<file path="config.mk">
export PLATFORM = sky130hd
export DESIGN_NAME = zx_mem_mapper
export DESIGN_NICKNAME = d
export VERILOG_FILES = /design/src/rtl/zx_mem_pkg.sv /design/src/rtl/zx_wait_gen.sv /design/src/rtl/zx_mem_mapper.sv
export SDC_FILE = /design/constraint.sdc
export NUM_CORES = 1
export LEC_CHECK = 0
export BUFFER_PORTS_ARGS = -buffer_cell sky130_fd_sc_hd__buf_4
export CAP_MARGIN = 5
export CORE_ASPECT_RATIO = 0.75
export CORE_UTILIZATION = 25
export CTS_BUF_LIST = sky130_fd_sc_hd__clkbuf_8 sky130_fd_sc_hd__clkbuf_16
export DETAILED_ROUTE_END_ITERATION = 8
export GPL_TIMING_DRIVEN = 1
export MAX_ROUTING_LAYER = met4
export PLACE_DENSITY = 0.63
export SKIP_CTS_REPAIR_TIMING = 1
export SYNTH_ARGS = -nofsm -noshare
export SYNTH_HDL_FRONTEND = slang
export SYNTH_SLANG_ARGS = --single-unit
</file>
<file path="constraint.sdc">
create_clock -name clk_cpu -period 3.2 [get_ports clk_cpu]
set_clock_uncertainty 0.15 [all_clocks]
set_input_delay 0.48 -clock clk_cpu [delete_from_list [all_inputs] [get_ports clk_cpu]]
set_output_delay 0.48 -clock clk_cpu [all_outputs]
set_load 0.005 [all_outputs]
</file>
<file path="src/rtl/zx_mem_pkg.sv">
// Shared constants and types for the ZX Spectrum memory mapper.
package zx_mem_pkg;

  // Page register layout
  localparam int unsigned PAGE_REG_W  = 6;
  localparam int unsigned PG_PAGE_LSB = 0;
  localparam int unsigned PG_PAGE_MSB = 2;
  localparam int unsigned PG_SCREEN   = 3;
  localparam int unsigned PG_ROM      = 4;
  localparam int unsigned PG_LOCK     = 5;

  // Pages hard-wired behind 4000-7FFF and 8000-BFFF
  localparam int unsigned FIXED_PAGE_4000 = 5;
  localparam int unsigned FIXED_PAGE_8000 = 2;

  // Wait-state counter holds 0..7
  localparam int unsigned WAIT_CNT_W = 3;

  typedef enum logic [1:0] {
    WG_IDLE = 2'd0,
    WG_WAIT = 2'd1,
    WG_DONE = 2'd2
  } wait_state_t;

endpackage

</file>
<file path="src/rtl/zx_wait_gen.sv">
// Wait-state generator: one nWAIT burst of WAIT_STATES cycles per access to C000-FFFF.
module zx_wait_gen
  import zx_mem_pkg::*;
#(
  parameter int unsigned WAIT_STATES = 0
) (
  input  logic clk_cpu,
  input  logic reset,
  input  logic nMREQ,
  input  logic nRD,
  input  logic nWR,
  input  logic hi_bank,
  output logic nWAIT
);

  wait_state_t             state;
  logic [WAIT_CNT_W-1:0]   cnt;
  logic                    start;

  // Real read/write access to the banked region; refresh (no nRD/nWR) never qualifies
  assign start = (WAIT_STATES != 0) && !nMREQ && (!nRD || !nWR) && hi_bank;

  // FSM, counter and registered nWAIT
  always_ff @(posedge clk_cpu) begin
    if (reset) begin
      state <= WG_IDLE;
      cnt   <= '0;
      nWAIT <= 1'b1;
    end else begin
      case (state)
        WG_IDLE: begin
          if (start) begin
            state <= WG_WAIT;
            cnt   <= WAIT_CNT_W'(WAIT_STATES);
            nWAIT <= 1'b0;
          end
        end
        WG_WAIT: begin
          if (nMREQ) begin
            state <= WG_IDLE;
            cnt   <= '0;
            nWAIT <= 1'b1;
          end else if (cnt <= WAIT_CNT_W'(1)) begin
            state <= WG_DONE;
            cnt   <= '0;
            nWAIT <= 1'b1;
          end else begin
            cnt <= cnt - WAIT_CNT_W'(1);
          end
        end
        WG_DONE: begin
          // Hold off until the access ends so each access gets a single burst
          if (nMREQ) begin
            state <= WG_IDLE;
          end
        end
        default: begin
          state <= WG_IDLE;
          cnt   <= '0;
          nWAIT <= 1'b1;
        end
      endcase
    end
  end

endmodule

</file>
<file path="src/rtl/zx_mem_mapper.sv">
// ZX Spectrum 48K/128K memory mapper: page register, address decode and CPU data-bus steering.
module zx_mem_mapper
  import zx_mem_pkg::*;
#(
  parameter int unsigned RAM_PAGES   = 8,
  parameter int unsigned ROM_BANKS   = 2,
  parameter logic [15:0] PAGE_PORT   = 16'h7FFD,
  parameter logic [15:0] PORT_MASK   = 16'h8002,
  parameter int unsigned WAIT_STATES = 0,
  parameter bit          MODE_48K    = 1'b0,
  localparam int unsigned PW = $clog2(RAM_PAGES),
  localparam int unsigned RW = (ROM_BANKS > 1) ? $clog2(ROM_BANKS) : 1
) (
  input  logic              clk_cpu,
  input  logic              reset,
  input  logic [15:0]       A,
  input  logic [7:0]        D_in,
  input  logic              nMREQ,
  input  logic              nIORQ,
  input  logic              nRD,
  input  logic              nWR,
  input  logic [7:0]        rom_q,
  input  logic [7:0]        ram_q,
  input  logic [7:0]        ula_data,
  output logic [7:0]        d_out,
  output logic              d_oe,
  output logic [RW+13:0]    rom_addr,
  output logic [PW+13:0]    ram_addr,
  output logic              ram_we,
  output logic              screen_page,
  output logic [5:0]        page_reg,
  output logic              nWAIT
);

  logic          port_hit;
  logic          hit_q;
  logic [1:0]    region;
  logic [RW-1:0] rom_bank;
  logic [PW-1:0] ram_page;
  logic [1:0]    unused_d;

  assign region   = A[15:14];
  assign unused_d = D_in[7:6];

  // Partial decode of the page port on an I/O write
  assign port_hit = ((A & PORT_MASK) == (PAGE_PORT & PORT_MASK)) && !nIORQ && !nWR;

  // Page register: loads once per I/O cycle on the leading edge of a port hit, frozen by lock
  always_ff @(posedge clk_cpu) begin
    if (reset) begin
      page_reg <= '0;
      hit_q    <= 1'b0;
    end else begin
      hit_q <= port_hit;
      if (!MODE_48K && port_hit && !hit_q && !page_reg[PG_LOCK]) begin
        page_reg <= D_in[PAGE_REG_W-1:0];
      end
    end
  end

  assign screen_page = page_reg[PG_SCREEN];

  // ROM bank select; single-bank builds always see bank 0
  assign rom_bank = (ROM_BANKS > 1) ? RW'(page_reg[PG_ROM]) : '0;
  assign rom_addr = {rom_bank, A[13:0]};

  // RAM page per 16K region; page numbers wrap modulo RAM_PAGES by truncation
  always_comb begin
    ram_page = PW'(page_reg[PG_PAGE_MSB:PG_PAGE_LSB]);
    case (region)
      2'b01:   ram_page = PW'(FIXED_PAGE_4000);
      2'b10:   ram_page = PW'(FIXED_PAGE_8000);
      default: ram_page = PW'(page_reg[PG_PAGE_MSB:PG_PAGE_LSB]);
    endcase
  end

  assign ram_addr = {ram_page, A[13:0]};

  // Writes into the ROM region are dropped
  assign ram_we = !nMREQ && !nWR && (region != 2'b00);

  // CPU read-data steering
  always_comb begin
    d_out = 8'hFF;
    d_oe  = 1'b0;
    if (!nMREQ && !nRD) begin
      d_out = (region == 2'b00) ? rom_q : ram_q;
      d_oe  = 1'b1;
    end else if (!nIORQ && !nRD) begin
      d_out = ula_data;
      d_oe  = 1'b1;
    end
  end

  // Wait states for the slow banked region
  zx_wait_gen #(
    .WAIT_STATES (WAIT_STATES)
  ) u_wait_gen (
    .clk_cpu (clk_cpu),
    .reset   (reset),
    .nMREQ   (nMREQ),
    .nRD     (nRD),
    .nWR     (nWR),
    .hi_bank (region == 2'b11),
    .nWAIT   (nWAIT)
  );

endmodule

</file>
# After elaboration in Yosys (flattened, before gate mapping)
# Cells that the tools add are included.
# word_totals
register_bits,13
latchBits,0
ram_bits,0
romBits,0
wordCells,52
memories,0
# op_classes
add_sub_neg,1
n_mul,0
div_mod_pow,0
magnitude_cmp,1
n_eq_ne,6
n_shift,0
mux,16
bitwise,2
n_reduce_logical,21
# op_table
op,count
2-to-1 mux 8 bit,3
logical NOT 16 bit,1
one-hot mux 3 bit (2 select lines),2
logical AND 1 bit,8
logical NOT 1 bit,6
2-to-1 mux 2 bit,3
2-to-1 mux 3 bit,2
one-hot mux 2 bit (3 select lines),1
== test 2 x 1 -> 1 bit (second input constant),2
== test 2 bit (second input constant),2
logical NOT 2 bit,2
2-to-1 mux 1 bit,4
less-or-equal comparator 3 x 1 -> 1 bit (second input constant),1
!= test 3 x 2 -> 1 bit (second input constant),1
AND reduction 3 bit,1
subtractor 3 x 1 -> 3 bit (second input constant),1
!= test 2 bit (second input constant),1
NOT 1 bit,2
one-hot mux 1 bit (2 select lines),1
AND reduction 2 bit,1
nonzero test 2 bit,1
OR reduction 2 bit,1

# Logic depth before layout (Yosys ltp)
# depth
word_depth,5
mapped_depth,5

# Modules after synthesis
# From an unflattened synthesis, not the netlist that was laid out.
# unflattened
cells_unflattened,95
hier_area_um2,783.3
# modules_own_cells
module,instances,cells_per_inst,area_each_um2
zx_mem_mapper,1,93,772.0
zx_wait_gen,1,2,11.3

# Worst setup path before layout
# OpenSTA, ideal clock, no wires.
# synth_path
path_type,in2out
from,input port A[14]
to,output port d_out[0]
t_arrival_ns,1.163
required_time_ns,2.570
setup_slack_ns,1.407
path_stages,5
path_buffers,1
path_cell_list,inv_1 -> ha_1 -> buf_2 -> mux2i_1 -> a2bb2oi_1
# synth_via
elab_chain_len,3
# synth_rtl
item,line_no,source
"start, declared",zx_mem_mapper.sv:16,"input logic [15:0] A,"
logical NOT 2 bit,zx_mem_mapper.sv:87,d_out = (region == 2'b00) ? rom_q : ram_q;
2-to-1 mux 8 bit,zx_mem_mapper.sv:87,
2-to-1 mux 8 bit,zx_mem_mapper.sv:86,if (!nMREQ && !nRD) begin
"end, declared",zx_mem_mapper.sv:25,"output logic [7:0] d_out,"
# Every way passes these cells.

# Worst setup path after layout
# layout_path
from,input port A[14]
to,output port d_out[7]
# Same word-level chain as after synthesis.

==> metrics.cfg <==
[placement]
place.gp.congestion = 0.7320
dp.final_hpwl_um = 1699
io_buffers = 61

[logic_synthesis]
ys_warn_count = 0
yosys_register_bits = 7
synth_nets = 151
synth_cell_types = 22
synthesis.area_um2 = 784.5
yosysSeqAreaShare_pct = 17.86
syn_area_per_cell_um2 = 8.346
syn_inst = 94

[timing]
finalHoldViolCount = 0
setup_violations = 0
tightest_slew_ps = 659.9
finalMaxSlewViolations = 0
clock.fmax_ghz = 0.4347
fin_hold_ws_ps = 338.3
fin_tns_setup_ps = 0
layout_min_cycle_time_ps = 2300
rsz0062_at_grt = false
slew_headroom_pct = 55.60
period_share_pct = 71.89

[clock_network]
cts_max_path_buffers = 2
clock-root-buffer = clkbuf_8
cts_buffers = 3
clock_sinks = 7
clkTransAtPathRegs_ps = 40
clkLatencyLatePin_ps = 220
htreeDepth = 1
tritoncts = yes

[routing]
detail_route.first_pass.iterations = 4
wire_per_inst_um = 12.38
num_vias = 734
drc_errors = 0
drtIter0Drc = 10
wirelength_um = 2030
drt.antenna.violating_nets = 0
via_per_inst = 4.476

[die]
fp.dieH_um = 50.51
initial_core_util_pct = 26.53
rows = 17
die-width_um = 66.69
core-area_um2 = 2957
pin_count = 104
die-area_um2 = 3368

[cells_and_area]
utilization_pct = 36.99
fill_cells = 306
syn_to_final_growth_pct = 39.39
largest_reg_flops = 6
nets = 184
drive_above_1_share_pct = 53.17
num_antenna_cells = 0

[global_route]
grt_usage_pct = 11.98
grt_pass1_vias = 658
grt_max_degree = 12
grt_pass1_wl_um = 2918
antenna_found_initial = 0
overflow = 0

[worst_setup_path]
path_max_fanout = 9
worstSetupStartpointType = input pin
worst_setup_path_end_kind = output pin
r2r-start = page_reg[5]
critPathArrivalTime_ps = 1670
cp_slowest_cell = ha_1
crit_start = A[14]
critical_path_class = input pin to output pin
crit_required_ps = 2570
crit_chain = buf_4, inv_1, ha_1, mux2i_1, a2bb2oi_1, buf_4
cpMostUsedCell = buf_4
cpPeakStageDelay_ps = 490

[run]
drv_cap = 0

[pwr]
p_per_area_nw_per_um2 = 280.5
peakVddDrop_uv = 195.6
cellLeakagePower_nw = 0.5246

[hold_path]
min-delay-start = reset
min_path_type = input pin to flip-flop

[status]
run_status = complete, no violations

synthesized netlist by cell type, drive strengths merged:
master | instances | area [µm²]
or4 | 1 | 11.26
inv | 5 | 18.77
conb | 1 | 3.750
ha | 3 | 37.54
dfxtp | 7 | 140.1
nor2 | 4 | 15.01
buf | 32 | 237.7
o21ai | 2 | 10.01
nor3 | 2 | 21.27
nand4b | 2 | 17.52
a2bb2oi | 8 | 70.07
nand2 | 2 | 7.510
nor4 | 1 | 6.260
a21oi | 3 | 15.01
nand2b | 4 | 25.02
nand3 | 2 | 10.01
o31ai | 3 | 22.52
mux2i | 10 | 100.1
mux2 | 1 | 11.26
clkbuf | 1 | 3.750
metal layers:
layer / vias to the layer above / global-route usage (%) / wire length, µm
met3: 9 / 5.455 / 169
met2: 30 / 17.68 / 987
met5: - / - / 0
met1: 339 / 13.98 / 835
met4: 0 / 4.965 / 38
li1: 356 / - / -
cells by family after synthesis:
kind of cell | Yosys count | synth area share, %
flip-flops | 7 | 17.86
other | 1 | 0.4780
multiplexers | 11 | 14.19
AO/OA/AOI/OAI | 16 | 14.99
AND/OR/NAND/NOR | 18 | 14.51
buffers and inverters | 38 | 33.17
adder cells (fa/ha/maj) | 3 | 4.785
path summary, 6_finish.rpt:
path / slack [ps] / cells after the start / to
worst max-delay path: 900 / 6 / d_out[7]
worst min-delay path: 340 / 2 / page_reg[5]
worst max register to register: 2090 / 2 / page_reg[3]
worst min register to register: 340 / 2 / page_reg[2]
area by class of cell:
| type | count | area, µm² | area share [%] |
|---|---|---|---|
| flip-flops and latches | 7 | 140.1 | 12.81 |
| well taps | 38 | 47.55 | 4.348 |
| inverters | 5 | 18.77 | 1.716 |
| multi-input cells | 49 | 384.1 | 35.13 |
| clock buffers | 3 | 41.29 | 3.776 |
| clock inverters | 1 | 3.754 | 0.3432 |
| repair buffers | 61 | 457.9 | 41.88 |
through the flow:
| step | setup slack [ps] | total power, W | area (µm²) | instances |
|---|---|---|---|---|
| 2_1_floorplan | 1407 | 0.0001562 | 784.5 | 94 |
| 3_3_place_gp | 920.7 | 0.0001879 | 1049 | 160 |
| 3_5_place_dp | 903.4 | 0.0001901 | 1049 | 160 |
| 4_1_cts | 894.2 | 0.0003123 | 1094 | 164 |
| 5_1_grt | 792.0 | 0.0003323 | 1094 | 164 |
| 6_report | 899.6 | 0.0003068 | 1094 | 164 |
cells in the final DEF (no fill, tap or decap):
master / count
nor2_1: 4
inv_1: 6
mux2_2: 1
buf_4: 61
nand2b_1: 4
nand4b_1: 2
conb_1: 1
nor3_4: 1
nand3_1: 2
nor4_1: 1
a21oi_1: 3
clkbuf_8: 3
mux2i_1: 10
o21ai_0: 2
ha_1: 3
or4_4: 1
nor3_1: 1
a2bb2oi_1: 8
nand2_1: 2
o31ai_1: 3
dfxtp_1: 7
critical path, delay by kind of cell:
family,cells,cell delay [ps]
multiplexers,1,270
AO/OA/AOI/OAI,1,80
buffers and inverters,3,340
adder cells (fa/ha/maj),1,490
power by group:
group / leakage, nW / switching (W) / internal (W)
Clock: 0.0269 / 0.0000361 / 0.0000827
Combinational: 0.441 / 0.0000338 / 0.0000629
Sequential: 0.0566 / 0.00000172 / 0.0000895
(Power assumes the default switching activity.)
